### src/rtl/scr1_dmem_accel_router.sv
// Routes core data-memory requests to the accelerator register window, to data memory, or to a
// local error responder. Optional watchdog enabled by SCR1_DMEM_ROUTER_TIMEOUT_EN.

`ifndef SCR1_DMEM_AWIDTH
`define SCR1_DMEM_AWIDTH 32
`endif
`ifndef SCR1_DMEM_DWIDTH
`define SCR1_DMEM_DWIDTH 32
`endif

package scr1_dmem_router_pkg;
  typedef enum logic {
    SCR1_MEM_CMD_RD = 1'b0,
    SCR1_MEM_CMD_WR = 1'b1
  } type_scr1_mem_cmd_e;

  typedef enum logic [1:0] {
    SCR1_MEM_WIDTH_BYTE  = 2'b00,
    SCR1_MEM_WIDTH_HWORD = 2'b01,
    SCR1_MEM_WIDTH_WORD  = 2'b10
  } type_scr1_mem_width_e;

  typedef enum logic [1:0] {
    SCR1_MEM_RESP_NOTRDY = 2'b00,
    SCR1_MEM_RESP_RDY_OK = 2'b01,
    SCR1_MEM_RESP_RDY_ER = 2'b10
  } type_scr1_mem_resp_e;
endpackage

module scr1_dmem_accel_router
  import scr1_dmem_router_pkg::*;
#(
  parameter logic [`SCR1_DMEM_AWIDTH-1:0] ACCEL_BASE = 32'hF000_0000,
  parameter logic [`SCR1_DMEM_AWIDTH-1:0] ACCEL_MASK = 32'hFFFF_FFE0,
  parameter logic [`SCR1_DMEM_AWIDTH-1:0] MEM_BASE   = 32'h0000_0000,
  parameter logic [`SCR1_DMEM_AWIDTH-1:0] MEM_MASK   = 32'hFFF0_0000
`ifdef SCR1_DMEM_ROUTER_TIMEOUT_EN
  ,
  parameter int unsigned TIMEOUT_CYCLES = 255
`endif
) (
  input  logic                           clk,
  input  logic                           rst_n,
  // core side
  input  logic                           core_req,
  output logic                           core_req_ack,
  input  type_scr1_mem_cmd_e             core_cmd,
  input  type_scr1_mem_width_e           core_width,
  input  logic [`SCR1_DMEM_AWIDTH-1:0]   core_addr,
  input  logic [`SCR1_DMEM_DWIDTH-1:0]   core_wdata,
  output logic [`SCR1_DMEM_DWIDTH-1:0]   core_rdata,
  output type_scr1_mem_resp_e            core_resp,
  // accelerator side
  output logic                           accel_req,
  input  logic                           accel_req_ack,
  output type_scr1_mem_cmd_e             accel_cmd,
  output type_scr1_mem_width_e           accel_width,
  output logic [`SCR1_DMEM_AWIDTH-1:0]   accel_addr,
  output logic [`SCR1_DMEM_DWIDTH-1:0]   accel_wdata,
  input  logic [`SCR1_DMEM_DWIDTH-1:0]   accel_rdata,
  input  type_scr1_mem_resp_e            accel_resp,
  // memory side
  output logic                           mem_req,
  input  logic                           mem_req_ack,
  output type_scr1_mem_cmd_e             mem_cmd,
  output type_scr1_mem_width_e           mem_width,
  output logic [`SCR1_DMEM_AWIDTH-1:0]   mem_addr,
  output logic [`SCR1_DMEM_DWIDTH-1:0]   mem_wdata,
  input  logic [`SCR1_DMEM_DWIDTH-1:0]   mem_rdata,
  input  type_scr1_mem_resp_e            mem_resp
`ifdef SCR1_DMEM_ROUTER_TIMEOUT_EN
  ,
  output logic                           timeout_flag
`endif
);

  localparam int unsigned DW = `SCR1_DMEM_DWIDTH;

  typedef enum logic [1:0] {
    ST_IDLE       = 2'd0,
    ST_WAIT_ACCEL = 2'd1,
    ST_WAIT_MEM   = 2'd2,
    ST_ERR        = 2'd3
  } state_e;

  state_e state_q, state_d;
  logic   sel_accel, sel_mem;
  logic   timeout_c;

  // Address decode; the accelerator window takes priority on overlap.
  always_comb begin
    sel_accel = ((core_addr & ACCEL_MASK) == ACCEL_BASE);
    sel_mem   = !sel_accel && ((core_addr & MEM_MASK) == MEM_BASE);
  end

  assign accel_cmd   = core_cmd;
  assign accel_width = core_width;
  assign accel_addr  = core_addr;
  assign accel_wdata = core_wdata;
  assign mem_cmd     = core_cmd;
  assign mem_width   = core_width;
  assign mem_addr    = core_addr;
  assign mem_wdata   = core_wdata;

  always_ff @(posedge clk) begin
    if (!rst_n) begin
      state_q <= ST_IDLE;
    end else begin
      state_q <= state_d;
    end
  end

  always_comb begin
    state_d = state_q;
    case (state_q)
      ST_IDLE: begin
        if (core_req && core_req_ack) begin
          if (sel_accel)    state_d = ST_WAIT_ACCEL;
          else if (sel_mem) state_d = ST_WAIT_MEM;
          else              state_d = ST_ERR;
        end
      end
      ST_WAIT_ACCEL: if (accel_resp != SCR1_MEM_RESP_NOTRDY || timeout_c) state_d = ST_IDLE;
      ST_WAIT_MEM:   if (mem_resp != SCR1_MEM_RESP_NOTRDY || timeout_c)   state_d = ST_IDLE;
      ST_ERR:        state_d = ST_IDLE;
      default:       state_d = ST_IDLE;
    endcase
  end

  // Handshake and response muxing; everything held quiet while reset is asserted.
  always_comb begin
    accel_req    = 1'b0;
    mem_req      = 1'b0;
    core_req_ack = 1'b0;
    core_resp    = SCR1_MEM_RESP_NOTRDY;
    core_rdata   = '0;
    if (rst_n) begin
      case (state_q)
        ST_IDLE: begin
          accel_req = core_req && sel_accel;
          mem_req   = core_req && sel_mem;
          if (sel_accel)    core_req_ack = accel_req_ack;
          else if (sel_mem) core_req_ack = mem_req_ack;
          else              core_req_ack = 1'b1;
        end
        ST_WAIT_ACCEL: begin
          if (timeout_c) begin
            core_resp = SCR1_MEM_RESP_RDY_ER;
          end else begin
            core_resp  = accel_resp;
            core_rdata = accel_rdata;
          end
        end
        ST_WAIT_MEM: begin
          if (timeout_c) begin
            core_resp = SCR1_MEM_RESP_RDY_ER;
          end else begin
            core_resp  = mem_resp;
            core_rdata = mem_rdata;
          end
        end
        ST_ERR: begin
          core_resp  = SCR1_MEM_RESP_RDY_ER;
          core_rdata = DW'(0);
        end
        default: ;
      endcase
    end
  end

`ifdef SCR1_DMEM_ROUTER_TIMEOUT_EN
  localparam int unsigned CntW = 16;

  logic [CntW-1:0] cnt_q, cnt_d;
  logic            flag_q, flag_d;
  logic            pending_c;

  // Watchdog: counts NOTRDY cycles of the owning target; fires when the count would reach the limit.
  always_comb begin
    pending_c = ((state_q == ST_WAIT_ACCEL) && (accel_resp == SCR1_MEM_RESP_NOTRDY)) ||
                ((state_q == ST_WAIT_MEM)   && (mem_resp   == SCR1_MEM_RESP_NOTRDY));
    timeout_c = pending_c && ((17'(cnt_q) + 17'd1) == 17'(TIMEOUT_CYCLES));
    cnt_d     = '0;
    if (pending_c && !timeout_c) cnt_d = cnt_q + CntW'(1);
    flag_d    = flag_q || timeout_c;
  end

  always_ff @(posedge clk) begin
    if (!rst_n) begin
      cnt_q  <= '0;
      flag_q <= 1'b0;
    end else begin
      cnt_q  <= cnt_d;
      flag_q <= flag_d;
    end
  end

  assign timeout_flag = flag_q;
`else
  assign timeout_c = 1'b0;
`endif

endmodule

### config.mk
export PLATFORM = sky130hd
export DESIGN_NAME = scr1_dmem_accel_router
export DESIGN_NICKNAME = d
export VERILOG_FILES = /design/src/rtl/scr1_dmem_accel_router.sv
export SDC_FILE = /design/constraint.sdc
export NUM_CORES = 1
export LEC_CHECK = 0
export CORE_AREA = 5 5 119 121
export DETAILED_ROUTE_END_ITERATION = 8
export DIE_AREA = 0 0 124 126
export HOLD_SLACK_MARGIN = 0.12
export PLACE_DENSITY = 0.68
export SYNTH_ARGS = -nofsm -noshare
export SYNTH_HDL_FRONTEND = slang
export SYNTH_SLANG_ARGS = --single-unit
### constraint.sdc
create_clock -name clk -period 2 [get_ports clk]
set_input_delay 0.5 -clock clk [delete_from_list [all_inputs] [get_ports clk]]
set_output_delay 0.5 -clock clk [all_outputs]
set_load 0.02 [all_outputs]
==> impl_metrics.env <==
export IMPL_tightest_slew_ps=261.1
export IMPL_yosys_top_cells_area="buf_4, a22oi_1, nor2_1"
export IMPL_ys_types=26
export IMPL_antenna_found_initial=0
export IMPL_p_seq_share_pct=4.4
export IMPL_placed_area_mm2=0.003171
export IMPL_rows=42
export IMPL_die_h_um=126
export IMPL_cts_max_level=1
export IMPL_max_slew_margin_pct=82.52
export IMPL_cts_tree="built"
export IMPL_num_antenna_cells=0
export IMPL_io_pins=311
export IMPL_critPathMaxStageDelay_ps=290
export IMPL_reg2reg_depth=8
export IMPL_ant_nets=0
export IMPL_ys_async_sr_fraction_pct=0
export IMPL_clk_insertion_delay_late_ps=220
export IMPL_finalWorstSetupSlack_ps=-124.2
export IMPL_critical_path_class="in2out"
export IMPL_ys_warn_count=0
export IMPL_holdBufCountCts=0
export IMPL_rsz0062_at_grt="yes"
export IMPL_grt_pass1_vias=2093
export IMPL_crit_fanout=3
export IMPL_irDropWorstVdd_uv=260.8
export IMPL_drv_cap=0
export IMPL_syn_inst=253
export IMPL_vias=1898
export IMPL_synth_enable_flop_cells=0
export IMPL_critPathSlowestCell="and4_4"
export IMPL_setup_violations=3
export IMPL_hold_path_class="reg2reg"
export IMPL_dieArea_mm2=0.01562
export IMPL_start_kind="input pin"
export IMPL_timing_rr_end="state_q[0]$_SDFFE_PN0P_"
export IMPL_cts_sinks=2
export IMPL_yosys_area_top_type="buf_4"
export IMPL_violations="negative setup slack"
export IMPL_area_growth_pct=90.38
export IMPL_reg2reg_from="state_q[0]$_SDFFE_PN0P_"
export IMPL_syn_num_nets=398
export IMPL_path_delay_family="simple AND/OR/NAND/NOR gates"
export IMPL_crit_top_cell="nor2_1"
export IMPL_worstHoldEndpoint="state_q[0]$_SDFFE_PN0P_"
export IMPL_drtIter0Drc=46
export IMPL_worstHoldPathCells=3
export IMPL_avgSynthCellArea_um2=6.938
export IMPL_internal_power_w=0.0008739
export IMPL_leakage_nw=1.393
export IMPL_pwr_share_clk_pct=21.0
export IMPL_hp_start="state_q[0]$_SDFFE_PN0P_"
export IMPL_status="complete, but fails checks"
export IMPL_synth_top_area_share_pct=57.31
export IMPL_clockBufferDepth=2
export IMPL_p_sw_share_pct=39.61
export IMPL_syn_area_mm2=0.001755
export IMPL_final_hold_violation_count=0
export IMPL_io_buffers=190
export IMPL_finClkSkew_ps=2.592
export IMPL_pwr_share_comb_pct=74.6
export IMPL_path_clk_slew_ps=30
export IMPL_grt_pass1_wl_um=11720
export IMPL_period_needed_ps=2124
export IMPL_wl_um=8261
export IMPL_largest_reg_flops=2
export IMPL_top_register="state_q"
export IMPL_reg_top3="state_q (2)"
export IMPL_synth_flop_cell="dfxtp_1"
export IMPL_grt_max_degree=19
export IMPL_place_ws_ps=-973.9
export IMPL_yosysMostFrequentCell="buf_4"
export IMPL_core_area_mm2=0.01298
export IMPL_viasPerCell=3.643
export IMPL_first_pass_iters=4
export IMPL_grt_overflow=0
export IMPL_chipWidth_um=124
export IMPL_yosysSeqAreaShare_pct=2.281
export IMPL_synthTopCellsByCount="buf_4, nor2_1, a22oi_1, clkbuf_1"
export IMPL_synth_seq_cells=2
export IMPL_cp_buffers_inverters=2
export IMPL_crit_chain="buf_2, nor4_2, and4_4, nand4_4, nor2_1, nor2_1, buf_4"
export IMPL_grt_usage_pct=9.476
export IMPL_start_util_pct=13.52
export IMPL_drive_gt1_share_pct=37.39
export IMPL_crit_arrival_ps=1620
export IMPL_r2r_slack_ps=260
export IMPL_max_freq_ghz=0.4708
export IMPL_drc=0
export IMPL_p_per_area_mw_per_mm2=433.0
export IMPL_p_switching_w=0.0005731
export IMPL_wl_per_cell_um=15.86
export IMPL_final_nets=492
export IMPL_fin_crit_sh_pct=106.2
export IMPL_cts_buffers=3
export IMPL_dpl_hpwl_um=6890
export IMPL_crit_required_ps=1500
export IMPL_slew_viol_final=0
export IMPL_clock_root_buffer="clkbuf_16"
export IMPL_gp_congestion=0.8154
export IMPL_final_area_mm2=0.003342
export IMPL_power_w=0.001447
export IMPL_end_kind="output pin"
-- worst max-delay path by stage --
stage / depth (start not counted) / to / startpoint / slack (ps)
final: 7 / core_req_ack / core_addr[15] / -120
after global routing: 7 / core_req_ack / core_addr[25] / -180
after CTS: 7 / core_req_ack / core_addr[27] / -120
after detailed placement: 6 / accel_req / core_addr[24] / -970
after global placement: 6 / accel_req / core_addr[24] / -920
after floorplan: 6 / core_rdata[22] / state_q[0]$_SDFFE_PN0P_ / 30
-- power by group through the flow --
| stage | clock [W] | sequential, W | combinational, W |
|---|---|---|---|
| after floorplan | 0 | 0.0000542 | 0.000695 |
| after global placement | 0 | 0.0000540 | 0.000992 |
| after detailed placement | 0 | 0.0000545 | 0.00101 |
| after CTS | 0.000307 | 0.0000619 | 0.00108 |
| after global routing | 0.000311 | 0.0000653 | 0.00116 |
| final | 0.000303 | 0.0000643 | 0.00108 |
-- tightest hold or removal path, cell delays in order, from the launching register on --
cell and delay, ps:
dfxtp_4 350, buf_4 140, nand3_1 60, mux2i_1 60
-- what timing repair did --
item,CTS,global route
setup buffers,4,0
cloned,1,0
gates resized for setup,283,19
pin swaps,15,7
endpoints found under the setup margin,93,31
-- cells in the final DEF (no fill, tap or decap), drive strengths merged --
cell / netlist / final
nand4: 1 / 1
nor3: 1 / 1
and4b: 1 / 1
nor2: 39 / 39
nand2b: 2 / 2
o211ai: 1 / 1
o2111a: 1 / 1
a221oi: 1 / 1
o21a: 1 / 1
buf: 135 / 95
clkdlybuf4s50: 0 / 117
a21oi: 1 / 1
and4: 1 / 1
a22oi: 33 / 33
nor3b: 1 / 1
nand2: 2 / 2
nand3: 5 / 5
mux2i: 1 / 1
nor4b: 1 / 1
clkdlybuf4s15: 0 / 3
dlygate4sd2: 0 / 15
inv: 2 / 2
nor4: 5 / 5
o21ai: 1 / 1
clkbuf: 10 / 3
dlymetal6s2s: 0 / 4
dfxtp: 2 / 2
ha: 5 / 5
-- per-stage QoR --
step / cells / setup TNS [ps] / hold slack, ps / utilization [%]
6_report: 521 / -235.5 / 659.7 / 25.75
5_1_grt: 521 / -482.0 / 684.4 / 25.75
4_1_cts: 521 / -196.0 / 639.7 / 25.32
3_5_place_dp: 513 / -32990 / 619.2 / 24.43
3_3_place_gp: 513 / -31290 / 610.8 / 24.43
2_1_floorplan: 253 / 0 / 472.8 / -
-- cells by family (layout without fill, tap and decap cells) --
logic type	after synthesis	in the layout	synth area share (%)
buffers and inverters	147	239	60.09
AND/OR/NAND/NOR	59	59	16.75
AO/OA/AOI/OAI	39	39	16.75
adder cells (fa/ha/maj)	5	5	3.564
flip-flops	2	2	2.281
multiplexers	1	1	0.5702
-- final cells by class --
class                   instances  area, µm²
clock buffers                   3      75.07
fillers                      1429       9638
inverters                       2      12.51
multi-input cells             104      847.1
flip-flops and latches          2      47.55
well taps                     176      220.2
repair buffers                234       2140
-- metal layers --
metal	vias up	part of all wire, %	GRT usage, %	wire (µm)
li1	903	-	-	-
met4	0	2.2	2.835	183
met3	28	12	4.081	994
met5	-	0	0	0
met2	108	50	16.70	4130
met1	859	36	10.15	2952
(Power assumes the default switching activity.)
